## config.mk

```make
export PLATFORM = sky130hd
export DESIGN_NAME = serv_immdec_par_flat
export DESIGN_NICKNAME = d
export VERILOG_FILES = /design/src/rtl/serv_immdec_par_if.sv /design/src/rtl/serv_immdec_par.sv /design/src/flat_wrapper.sv
export SDC_FILE = /design/constraint.sdc
export NUM_CORES = 1
export LEC_CHECK = 0
export ABC_AREA = 1
export BUFFER_PORTS_ARGS = -buffer_cell sky130_fd_sc_hd__buf_2
export CAP_MARGIN = 10
export CORE_UTILIZATION = 55
export CTS_CLUSTER_SIZE = 20
export DETAILED_ROUTE_END_ITERATION = 8
export PLACE_DENSITY = 0.84
export SLEW_MARGIN = 10
export SYNTH_ARGS = -nofsm -noshare
export SYNTH_HDL_FRONTEND = slang
export SYNTH_SLANG_ARGS = --single-unit
export TNS_END_PERCENT = 20
```

## constraint.sdc

```tcl
create_clock -name i_clk -period 4.6 [get_ports i_clk]
set_input_delay 0.46 -clock i_clk [delete_from_list [all_inputs] [get_ports i_clk]]
set_output_delay 0.46 -clock i_clk [all_outputs]
set_load 0.01 [all_outputs]
```

## src/rtl/serv_immdec_par_if.sv

```systemverilog
// Fetch-side bundle for serv_immdec_par: instruction load strobe/payload, beat advance,
// and the decoded register addresses plus the serial immediate stream.
interface serv_immdec_par_if #(
    parameter int unsigned W = 1
);
    logic          i_wb_en;
    logic [24:0]   i_wb_rdt;
    logic [2:0]    i_fmt;
    logic          i_cnt_en;
    logic [4:0]    o_rd_addr;
    logic [4:0]    o_rs1_addr;
    logic [4:0]    o_rs2_addr;
    logic [W-1:0]  o_imm;
    logic          o_imm_busy;
    logic          o_imm_last;
    logic [W-1:0]  o_csr_imm;

    modport master (
        output i_wb_en, i_wb_rdt, i_fmt, i_cnt_en,
        input  o_rd_addr, o_rs1_addr, o_rs2_addr, o_imm, o_imm_busy, o_imm_last, o_csr_imm
    );

    modport slave (
        input  i_wb_en, i_wb_rdt, i_fmt, i_cnt_en,
        output o_rd_addr, o_rs1_addr, o_rs2_addr, o_imm, o_imm_busy, o_imm_last, o_csr_imm
    );
endinterface

```

## src/rtl/serv_immdec_par.sv

```systemverilog
// Parametrised SERV immediate/register-address decoder: latches rs1/rs2/rd and the RV32I
// immediate on fetch, then streams it LSB-first W bits per beat. Optional SERV_IMMDEC_CSR_IMM_EN.
module serv_immdec_par #(
    parameter int unsigned W         = 1,
    parameter bit          SIGN_HOLD = 1'b1
) (
    input  logic             i_clk,
    input  logic             i_rst,
    serv_immdec_par_if.slave bus
);
    localparam int unsigned NB = 32 / W;
    localparam int unsigned CW = (NB > 1) ? $clog2(NB) : 1;

    logic [31:7]   ins;
    logic [31:0]   imm32;

    logic [4:0]    rd_q,   rd_d;
    logic [4:0]    rs1_q,  rs1_d;
    logic [4:0]    rs2_q,  rs2_d;
    logic [31:0]   sreg_q, sreg_d;
    logic [CW-1:0] cnt_q,  cnt_d;
    logic          fill_q, fill_d;
    logic          busy_q, busy_d;
    logic          last_c;
`ifdef SERV_IMMDEC_CSR_IMM_EN
    logic [4:0]    zimm_q, zimm_d;
    logic [31:0]   zword;
`endif

    assign ins = bus.i_wb_rdt;

    // RV32I immediate formats; reserved encodings (and zimm when the CSR path is absent) give 0
    always_comb begin
        imm32 = '0;
        case (bus.i_fmt)
            3'd0:    imm32 = {{21{ins[31]}}, ins[30:20]};
            3'd1:    imm32 = {{21{ins[31]}}, ins[30:25], ins[11:7]};
            3'd2:    imm32 = {{20{ins[31]}}, ins[7], ins[30:25], ins[11:8], 1'b0};
            3'd3:    imm32 = {ins[31:12], 12'b0};
            3'd4:    imm32 = {{12{ins[31]}}, ins[19:12], ins[20], ins[30:21], 1'b0};
`ifdef SERV_IMMDEC_CSR_IMM_EN
            3'd5:    imm32 = {27'b0, ins[19:15]};
`endif
            default: imm32 = '0;
        endcase
    end

    assign last_c = busy_q && (cnt_q == CW'(NB - 1));

    // Load has priority over a beat; a beat only counts while a stream is in flight
    always_comb begin
        rd_d   = rd_q;
        rs1_d  = rs1_q;
        rs2_d  = rs2_q;
        sreg_d = sreg_q;
        cnt_d  = cnt_q;
        fill_d = fill_q;
        busy_d = busy_q;
`ifdef SERV_IMMDEC_CSR_IMM_EN
        zimm_d = zimm_q;
`endif
        if (bus.i_wb_en) begin
            rd_d   = ins[11:7];
            rs1_d  = ins[19:15];
            rs2_d  = ins[24:20];
            sreg_d = imm32;
            cnt_d  = '0;
            fill_d = imm32[31];
            busy_d = 1'b1;
`ifdef SERV_IMMDEC_CSR_IMM_EN
            zimm_d = ins[19:15];
`endif
        end else if (bus.i_cnt_en && busy_q) begin
            sreg_d = {{W{fill_q}}, sreg_q[31:W]};
            if (last_c) begin
                busy_d = 1'b0;
                cnt_d  = '0;
            end else begin
                cnt_d  = cnt_q + CW'(1);
            end
        end
    end

    always_ff @(posedge i_clk or posedge i_rst) begin
        if (i_rst) begin
            rd_q   <= '0;
            rs1_q  <= '0;
            rs2_q  <= '0;
            sreg_q <= '0;
            cnt_q  <= '0;
            fill_q <= 1'b0;
            busy_q <= 1'b0;
`ifdef SERV_IMMDEC_CSR_IMM_EN
            zimm_q <= '0;
`endif
        end else begin
            rd_q   <= rd_d;
            rs1_q  <= rs1_d;
            rs2_q  <= rs2_d;
            sreg_q <= sreg_d;
            cnt_q  <= cnt_d;
            fill_q <= fill_d;
            busy_q <= busy_d;
`ifdef SERV_IMMDEC_CSR_IMM_EN
            zimm_q <= zimm_d;
`endif
        end
    end

    assign bus.o_rd_addr  = rd_q;
    assign bus.o_rs1_addr = rs1_q;
    assign bus.o_rs2_addr = rs2_q;
    assign bus.o_imm_busy = busy_q;
    assign bus.o_imm_last = last_c;
    assign bus.o_imm      = busy_q    ? sreg_q[W-1:0] :
                            SIGN_HOLD ? {W{fill_q}}   : '0;

`ifdef SERV_IMMDEC_CSR_IMM_EN
    // zimm beat selected by the shared counter rather than a second shift register
    assign zword         = {27'b0, zimm_q};
    assign bus.o_csr_imm = busy_q ? W'(zword >> (32'(cnt_q) * W)) : '0;
`else
    assign bus.o_csr_imm = '0;
`endif

endmodule

```

## src/flat_wrapper.sv

```systemverilog
// flat-port wrapper written by rule: the top's interface ports become plain ports
module serv_immdec_par_flat 
#(
    parameter int unsigned W         = 1,
    parameter bit          SIGN_HOLD = 1'b1
)
  (i_clk, i_rst, bus_i_wb_en, bus_i_wb_rdt, bus_i_fmt, bus_i_cnt_en, bus_o_rd_addr, bus_o_rs1_addr, bus_o_rs2_addr, bus_o_imm, bus_o_imm_busy, bus_o_imm_last, bus_o_csr_imm);
  serv_immdec_par_if #(.W(W)) bus_i ();
  input  logic i_clk;
  input  logic i_rst;
  input wire logic [$bits(bus_i.i_wb_en)-1:0] bus_i_wb_en;
  input wire logic [$bits(bus_i.i_wb_rdt)-1:0] bus_i_wb_rdt;
  input wire logic [$bits(bus_i.i_fmt)-1:0] bus_i_fmt;
  input wire logic [$bits(bus_i.i_cnt_en)-1:0] bus_i_cnt_en;
  output wire logic [$bits(bus_i.o_rd_addr)-1:0] bus_o_rd_addr;
  output wire logic [$bits(bus_i.o_rs1_addr)-1:0] bus_o_rs1_addr;
  output wire logic [$bits(bus_i.o_rs2_addr)-1:0] bus_o_rs2_addr;
  output wire logic [$bits(bus_i.o_imm)-1:0] bus_o_imm;
  output wire logic [$bits(bus_i.o_imm_busy)-1:0] bus_o_imm_busy;
  output wire logic [$bits(bus_i.o_imm_last)-1:0] bus_o_imm_last;
  output wire logic [$bits(bus_i.o_csr_imm)-1:0] bus_o_csr_imm;
  assign bus_i.i_wb_en = bus_i_wb_en;
  assign bus_i.i_wb_rdt = bus_i_wb_rdt;
  assign bus_i.i_fmt = bus_i_fmt;
  assign bus_i.i_cnt_en = bus_i_cnt_en;
  assign bus_o_rd_addr = bus_i.o_rd_addr;
  assign bus_o_rs1_addr = bus_i.o_rs1_addr;
  assign bus_o_rs2_addr = bus_i.o_rs2_addr;
  assign bus_o_imm = bus_i.o_imm;
  assign bus_o_imm_busy = bus_i.o_imm_busy;
  assign bus_o_imm_last = bus_i.o_imm_last;
  assign bus_o_csr_imm = bus_i.o_csr_imm;
  serv_immdec_par #(.W(W), .SIGN_HOLD(SIGN_HOLD)) u_core (.i_clk(i_clk), .i_rst(i_rst), .bus(bus_i));
endmodule
```

==> Yosys cells after proc, flatten, opt, wreduce, memory -nomap -nowiden <==
Cells that the tools add are included.
{ "word_totals": {"ff_bits": 54, "in_bits": 32, "out_inout_bits": 19, "elab_cells": 29} }
{ "classes": {"n_addsub": 1, "n_eq_ne": 5, "muxes": 10, "n_reduce_logical": 6} }
{ "op_table": {"columns": ["cell", "count"], "rows": [
  ["$pmux 32 s5", 1],
  ["$mux 32", 2],
  ["$mux 5", 3],
  ["$eq 3x2->1 const B", 2],
  ["$add 5x1->5 const B", 1],
  ["$eq 5x5->1 const B", 1],
  ["$mux 1", 4],
  ["$reduce_bool 2->1", 2],
  ["$eq 3x1->1 const B", 1],
  ["$eq 3x3->1 const B", 1],
  ["$logic_not 3->1", 1],
  ["$logic_and 1x1->1", 2],
  ["$reduce_and 2->1", 1]
]} }

==> Logic depth before layout (Yosys ltp) <==
Gate-level depths: netlist of run 1.
{ "logic_depth": {"depth_word": 5, "depth_mapped": 9, "depth_no_buf": 9} }

==> Worst setup path before layout of run 1 <==
OpenSTA, ideal clock, no wires.
{ "synth_path": {"kind": "register -> output", "start": "reg u_core.cnt_q[0]", "end": "out bus_o_imm_last", "t_arrival_ns": 1.012, "required_time_ns": 4.140, "slack_ns": 3.128, "path_stages_with_launch": 7, "n_path_buf": 0, "cell_sequence": "dfrtp_1 > ha_1 > nand2_1 > nor2_1 > ha_1 > nand2_1 > inv_1"} }
{ "synth_between": {"elab_chain_len": 2} }
{ "synth_rtl": {"columns": ["item", "line_no", "rtl"], "rows": [
  ["start: declaration", "serv_immdec_par.sv:21", "logic [CW-1:0] cnt_q, cnt_d;"],
  ["start signal: assignment", "serv_immdec_par.sv:101", "cnt_q <= cnt_d;"],
  ["$eq 5x5->1", "serv_immdec_par.sv:48", "assign last_c = busy_q && (cnt_q == CW'(NB - 1));"],
  ["$logic_and 1x1->1", "serv_immdec_par.sv:48", null],
  ["end: declaration", "flat_wrapper.sv:20", "output wire logic [$bits(bus_i.o_imm_last)-1:0] bus_o_imm_last;"]
]} }
No other way between the ends.

==> Worst setup path after layout of run 1 <==
{ "layout_path": {"start": "in bus_i_wb_en", "end": "reg u_core.sreg_q[21]"} }
{ "layout_between": {"elab_chain_len": 1, "word_cells_on_any_way": 2, "cone_classes": "mux: 1; reduce/logical: 1"} }
{ "layout_rtl": {"columns": ["item", "line_no", "rtl"], "rows": [
  ["start: declaration", "flat_wrapper.sv:11", "input wire logic [$bits(bus_i.i_wb_en)-1:0] bus_i_wb_en;"],
  ["$mux 32 or $reduce_bool 2->1 (tied branches)", null, null],
  ["end signal: assignment", "serv_immdec_par.sv:100", "sreg_q <= sreg_d;"],
  ["end: declaration", "serv_immdec_par.sv:20", "logic [31:0] sreg_q, sreg_d;"]
]} }
Parallel ways exist; a longest one is shown, timed or not.
A chain may end at the register's enable or synchronous reset.

==> impl_metrics.csv, run 1 <==
group,metric,value,unit
status,status,"completed",
power_and_ir_drop,p_leak,1.676,nW
logic_synthesis,ys_types,24,
logic_synthesis,synth-compound-area-share,9.136,%
sta,fin_crit_sh,54.77,%
sta,setup_tns,0,ns
drt,postRouteAntennaNets,0,
drt,wl_per_cell,13.35,µm
final_layout,fin_cells,474,
floorplanning,io_pins,51,
logic_synthesis,synth-simple-area-share,34.82,%
critical_path,critPathMaxFanout,38,
floorplanning,die-area,5292,µm²
clock_tree,cts_max_level,2,
grt,grt_pass1_wl,10690,µm
logic_synthesis,synth_xor_area_share,0.3182,%
drt,drt_iter0_drc,215,
floorplanning,rows,25,
logic_synthesis,synth-seq-cells,54,
clock_tree,tritoncts,"done",
grt,grt_max_degree,55,
clock_tree,cts-root-buf,"clkbuf_8",
sta,fin_worst_skew,0.003879,ns
logic_synthesis,yosys.area.top_type,"dfrtp_1",
sta,hold_viol_final,0,
floorplanning,die_w,72.75,µm
power_and_ir_drop,powerDensity,317.7,nW/µm²
place,place_inst,468,
final_layout,drive_gt1_share,16.71,%
power_and_ir_drop,ir_drop,0.1528,mV
grt,grt_pass1_vias,2378,
grt,antenna_found_initial,0,
critical_path,critPathKind,"input port to flop",
final_layout,syn_to_final_growth,12.14,%
sta,slew_viol_final,0,
logic_synthesis,synthMuxAreaShare,0,%
sta,tightest_slew,0.9102,ns
clock_tree,clock-sinks,54,
clock_tree,post-cts-setup-buffer-count,0,
sta,finalCriticalPeriod,2.519,ns
clock_tree,clk_latency,0.31,ns
clock_tree,cts_hold_buf,0,
grt,globalRouteOverflowTotal,0,
clock_tree,cts_buffers,5,
logic_synthesis,post_synth.cell_area_avg,7.460,µm²
logic_synthesis,yosys.area.top_type_share,49.09,%
sta,max_slew_margin,39.25,%
drt,first_pass_iters,5,
drt,vias,2546,
critical_path,required,4.84,ns
logic_synthesis,synthCells,369,
floorplanning,die_height,72.75,µm
logic_synthesis,syn_area,2753,µm²
critical_path,cp.arrival,2.75,ns
logic_synthesis,synthTopCellsByArea,"dfrtp_1 (49%), nand2_1 (21%), nand3_1 (4.9%)",
logic_synthesis,syn_nets,403,
flow_run,drv_cap,0,
drt,post-route-drc-count,0,
drt,drt_wl_total,6327,µm
critical_path,start_kind,"input port",
floorplanning,fp.coreArea,4755,µm²
sta,setup_viol,0,
place,port_buffers,49,
final_layout,nets,442,
worst_hold_path,min_path_type,"input port to async pin",
drt,vias_per_cell,5.371,
floorplanning,start_util,57.89,%
sta,rsz0062_at_grt,"false",
clock_tree,cts-resized-gates,0,
place,dp_hpwl,4240,µm
grt,grtUsageTotal,26.16,%
logic_synthesis,ys_seq_area_share,49.09,%
place,gp_congestion,0.8139,
final_layout,diodes,0,
clock_tree,clk_path_buf_depth,2,
logic_synthesis,synth_top_family_by_area,"simple AND/OR/NAND/NOR gates",
clock_tree,clkSlewWorstSetupHoldPaths,0.09,ns
logic_synthesis,ys_warn_count,0,
critical_path,end_kind,"flop",
logic_synthesis,synthAdderAreaFrac,0.9091,%
sta,max_freq,396.9,MHz
[registers in the layout, summed over array words and instances, names as in the netlist]
| signal | flops |
|---|---|
| u_core.bus.o_imm_busy | 1 |
| u_core.bus.o_rs2_addr | 5 |
| u_core.sreg_q | 32 |
| u_core.fill_q | 1 |
| u_core.bus.o_rd_addr | 5 |
| u_core.cnt_q | 5 |
| u_core.bus.o_rs1_addr | 5 |
[critical path, stage by stage]
cell and delay, ns:
buf_2 0.55, clkinv_1 0.62, buf_4 0.42, nor2_4 0.27, nand2_4 0.14, nand2_1 0.10, nor2_1 0.06, nor2_1 0.10
[layer usage]
metal  part of all wire [%]  GRT usage (%)  vias up
li1                       -              -     1257
met1                     45          35.36     1183
met2                     47          41.74       91
met3                    5.5          5.110       15
met4                    2.4          10.24        0
met5                      0              0        -
[worst paths after layout]
| path | start | endpoint | slack (ns) | depth (start not counted) |
|---|---|---|---|---|
| max | bus_i_wb_en | u_core.sreg_q[21]$_DFFE_PP0P_ | 2.08 | 8 |
| min | i_rst | u_core.bus.o_rs2_addr[0]$_DFFE_PP0P_ | 0.32 | 2 |
| max reg2reg | u_core.bus.o_imm_busy$_DFFE_PP0P_ | u_core.sreg_q[30]$_DFFE_PP0P_ | 2.19 | 7 |
| min reg2reg | u_core.bus.o_rs1_addr[3]$_DFFE_PP0P_ | u_core.bus.o_rs1_addr[3]$_DFFE_PP0P_ | 0.47 | 2 |
| max in group asynchronous | i_rst | u_core.sreg_q[29]$_DFFE_PP0P_ | 3.75 | 2 |
| min in group i_clk | bus_i_wb_rdt[8] | u_core.bus.o_rs1_addr[0]$_DFFE_PP0P_ | 0.36 | 3 |
[cell families after synthesis]
family / Yosys count
other cells: 1
compound gates: 49
simple gates: 226
flops: 54
fa+ha+maj: 2
buf+inv: 36
xor+xnor: 1
[power breakdown]
group / internal [W] / switching (W) / total (W) / leakage (nW)
Clock: 0.000117 / 0.000147 / 0.000263 / 0.0431
Combinational: 0.0000587 / 0.000110 / 0.000169 / 0.956
Sequential: 0.000522 / 0.0000259 / 0.000548 / 0.677
Total: 0.000698 / 0.000283 / 0.000981 / 1.68
[stage by stage]
stage          instance area (µm²)  total power (W)  worst slack (ns)  util (%)  hold WS [ns]
3_5_place_dp                  3003        0.0007247             1.858     63.16        0.4538
6_report                      3087        0.0009806             2.081     64.92        0.3178
4_1_cts                       3085        0.0009819             2.136     64.89        0.3596
2_1_floorplan                 2753        0.0006662             2.825         -        0.4437
3_3_place_gp                  3003        0.0007194             1.946     63.16        0.4531
5_1_grt                       3087         0.001032             1.849     64.92        0.3607
[cells in the mapped netlist (all sizes together)]
cell type / instances
a21oi: 18
a22o: 1
buf: 11
clkbuf: 7
clkinv: 1
conb: 1
dfrtp: 54
ha: 2
inv: 17
nand2: 154
nand3: 28
nand4: 11
nor2: 32
o21ai: 28
o22ai: 2
or2: 1
xor2: 1
[layout by cell type (no fill, tap or decap), types with 2 or more instances in the layout]
cell,instances
nand2_1,151
dfrtp_1,54
buf_2,49
nor2_1,29
nand3_1,27
o21ai_0,26
a21oi_1,18
inv_1,13
nand4_1,11
clkbuf_8,6
inv_2,3
nor2_4,3
nand2_4,2
o22ai_1,2
o21ai_1,2
ha_1,2
[area by class of cell]
class	instances	area, µm²
clock buffers	6	82.58
fillers	417	1668
inverters	18	68.82
multi-input cells	279	1247
flip-flops and latches	54	1351
well taps	67	83.83
repair buffers	50	252.7
Power figures use the tool's default switching activity.
==> run 2, diff against run 1 <==
--- a/config.mk
+++ b/config.mk
@@ -8,10 +8,10 @@
 export ABC_AREA = 1
 export BUFFER_PORTS_ARGS = -buffer_cell sky130_fd_sc_hd__buf_2
 export CAP_MARGIN = 10
-export CORE_UTILIZATION = 55
+export CORE_UTILIZATION = 50
 export CTS_CLUSTER_SIZE = 20
 export DETAILED_ROUTE_END_ITERATION = 8
-export PLACE_DENSITY = 0.84
+export PLACE_DENSITY = 0.81
 export SLEW_MARGIN = 10
 export SYNTH_ARGS = -nofsm -noshare
 export SYNTH_HDL_FRONTEND = slang
==> constraint.sdc (replaced) <==
create_clock -name i_clk -period 2.1 [get_ports i_clk]
set_input_delay 0.21 -clock i_clk [delete_from_list [all_inputs] [get_ports i_clk]]
set_output_delay 0.21 -clock i_clk [all_outputs]
set_load 0.01 [all_outputs]
==> run 2 against run 1 <==
  * Clock power grew 110%
  * Non-clock buffer count grew 9
  * Hold slack lost 0.20 ns
  * Die area grew 9.7%
  * Combinational power grew 130%
  * Final area grew 2.7%
  * Sequential cell count is the same
  * First-iteration DRC count shrank 11%
  * Sequential share of layout area shrank 1.1 points
  * Sequential power grew 120%
  * Clock-buffer cell count is the same
  * Final cell count grew 2.7%
  * Largest power group unchanged
==> impl_metrics.csv, run 2 (synthesized netlist as in run 1, its figures left out) <==
group,metric,value,unit
floorplanning,fp.coreArea,5205,µm²
clock_tree,clkSlewWorstSetupHoldPaths,0.10,ns
critical_path,required,1.89,ns
critical_path,critical_path.slowest_cell,"dfrtp_1",
grt,antenna_found_initial,0,
power_and_ir_drop,ir_drop,0.5025,mV
sta,setup_tns,0,ns
clock_tree,cts_buffers,5,
drt,drt_wl_total,6368,µm
drt,vias,2543,
critical_path,crit_family,"adder cells",
drt,first_pass_iters,4,
final_layout,nets,451,
final_layout,syn_to_final_growth,15.14,%
place,dp_hpwl,4570,µm
critical_path,critPathMaxFanout,4,
critical_path,r2r-end,"u_core.cnt_q[0]$_DFFE_PP0P_",
floorplanning,start_util,52.88,%
place,place_inst,479,
final_layout,largest_reg_flops,32,
drt,postRouteAntennaNets,0,
final_layout,layout_common_cells,"nand2_1 (151), dfrtp_1 (54), buf_2 (49)",
floorplanning,die-area,5806,µm²
drt,wl_per_cell,13.08,µm
place,port_buffers,49,
floorplanning,rows,26,
final_layout,fin_cells,487,
final_layout,regMostFlops,"u_core.sreg_q",
clock_tree,clk_latency,0.31,ns
drt,post-route-drc-count,0,
floorplanning,io_pins,51,
worst_hold_path,holdCritStartpoint,"bus_i_wb_rdt[2]",
critical_path,start_kind,"flop",
clock_tree,clk_path_buf_depth,2,
power_and_ir_drop,pwr-share-clk,26.1,%
final_layout,drive_gt1_share,18.23,%
final_layout,final_common_cell,"nand2_1",
power_and_ir_drop,p_total,0.002147,W
sta,finalHoldWorstSlack,0.1170,ns
power_and_ir_drop,switchingPower,0.0006306,W
drt,drt_iter0_drc,191,
worst_hold_path,min_path_type,"input port to flop",
critical_path,critPathKind,"flop to primary output",
sta,slew_viol_final,0,
grt,grt_pass1_wl,11360,µm
power_and_ir_drop,p_leak,1.718,nW
critical_path,cp.arrival,1.52,ns
worst_hold_path,whs_path_depth,3,
power_and_ir_drop,swShare,29.37,%
clock_tree,cts-root-buf,"clkbuf_8",
critical_path,end_kind,"primary output",
drt,vias_per_cell,5.222,
worst_hold_path,holdPathEnd,"u_core.bus.o_rd_addr[2]$_DFFE_PP0P_",
clock_tree,clock-sinks,54,
critical_path,worst-path-buf-inv,2,
final_layout,diodes,0,
critical_path,startpoint,"u_core.cnt_q[0]$_DFFE_PP0P_",
critical_path,rrSetupSlack,0.51,ns
flow_run,drv_cap,0,
sta,max_freq,578.7,MHz
grt,grt_max_degree,37,
critical_path,cp_cell_sequence,"ha_1 -> nand2_1 -> nor2_1 -> ha_1 -> nand2_1 -> inv_1 -> buf_2",
grt,grt_pass1_vias,2506,
sta,fin_worst_skew,0.009112,ns
clock_tree,cts-resized-gates,0,
sta,setup_viol,0,
floorplanning,die_w,76.20,µm
clock_tree,tritoncts,"done",
clock_tree,post-cts-setup-buffer-count,0,
sta,fin_crit_sh,82.29,%
sta,finalCriticalPeriod,1.728,ns
sta,rsz0062_at_grt,"false",
sta,hold_viol_final,0,
grt,grtUsageTotal,24.33,%
status,status,"completed",
critical_path,cpPeakStageDelay,0.42,ns
power_and_ir_drop,powerDensity,677.4,nW/µm²
sta,tightest_slew,0.5376,ns
power_and_ir_drop,p_comb_share,18.0,%
floorplanning,die_height,76.20,µm
power_and_ir_drop,p_int,0.001516,W
place,gp_congestion,0.7946,
power_and_ir_drop,p_seq_share,55.9,%
clock_tree,cts_max_level,2,
sta,max_slew_margin,64.10,%
grt,globalRouteOverflowTotal,0,
critical_path,r2r_start,"u_core.cnt_q[0]$_DFFE_PP0P_",
critical_path,rr_worst_depth,9,
final_layout,nFillCells,491,
-- run 2: changes by cell type in the layout (fill, tap and decap cells not counted), sizes merged --
cell / before / now
buf: 50 / 58
clkinv: 2 / 1
clkinvlp: 0 / 1
dlygate4sd3: 0 / 1
inv: 16 / 17
-- run 2: tightest hold or removal path: stages --
cell     delay [ns]
buf_2          0.09
nand2_1        0.05
nand2_1        0.05
-- run 2: worst max-delay path by stage --
stage,end,slack (ns),depth (start not counted)
after floorplan,u_core.bus.o_imm_busy$_DFFE_PP0P_,0.58,1
after global placement,u_core.cnt_q[0]$_DFFE_PP0P_,0.61,9
after detailed placement,u_core.cnt_q[0]$_DFFE_PP0P_,0.50,9
after CTS,bus_o_imm_last,0.37,7
after global routing,bus_o_imm_last,0.27,7
final,bus_o_imm_last,0.37,7
-- run 2: power by group through the flow --
stage / Sequential (W) / Combinational [W] / Clock, W
2_1_floorplan: 0.00122 / 0.000239 / 0
3_3_place_gp: 0.00122 / 0.000377 / 0
3_5_place_dp: 0.00122 / 0.000390 / 0
4_1_cts: 0.00120 / 0.000392 / 0.000569
5_1_grt: 0.00121 / 0.000444 / 0.000614
6_report: 0.00120 / 0.000387 / 0.000560
-- run 2: routing by layer --
layer,routed length (µm),up-vias,track usage (%)
met1,2866,1202,30.64
met4,97,0,8.654
met2,3162,53,42.18
met3,241,11,4.072
li1,-,1277,-
met5,0,-,0
-- run 2: metrics by stage --
| stage | utilization, % | area (µm²) | setup slack [ns] |
|---|---|---|---|
| after global routing | 60.89 | 3169 | 0.2654 |
| after global placement | 59.16 | 3079 | 0.6127 |
| after detailed placement | 59.16 | 3079 | 0.5001 |
| final | 60.89 | 3169 | 0.3719 |
| after CTS | 60.89 | 3169 | 0.3655 |
| after floorplan | - | 2753 | 0.5754 |
-- run 2: repair_timing --
| item | in CTS | in global routing |
|---|---|---|
| hold endpoints to repair | 23 | 0 |
| setup endpoints to repair | 0 | 0 |
| hold buffers | 1 | 0 |
-- run 2: cell type report --
cell class | instances | area [µm²] | share of cell area, %
clock inverters | 1 | 7.507 | 0.2369
flip-flops and latches | 54 | 1351 | 42.64
well taps | 70 | 87.58 | 2.764
repair buffers | 59 | 335.3 | 10.58
multi-input cells | 279 | 1247 | 39.36
clock buffers | 6 | 72.57 | 2.290
inverters | 18 | 67.56 | 2.132
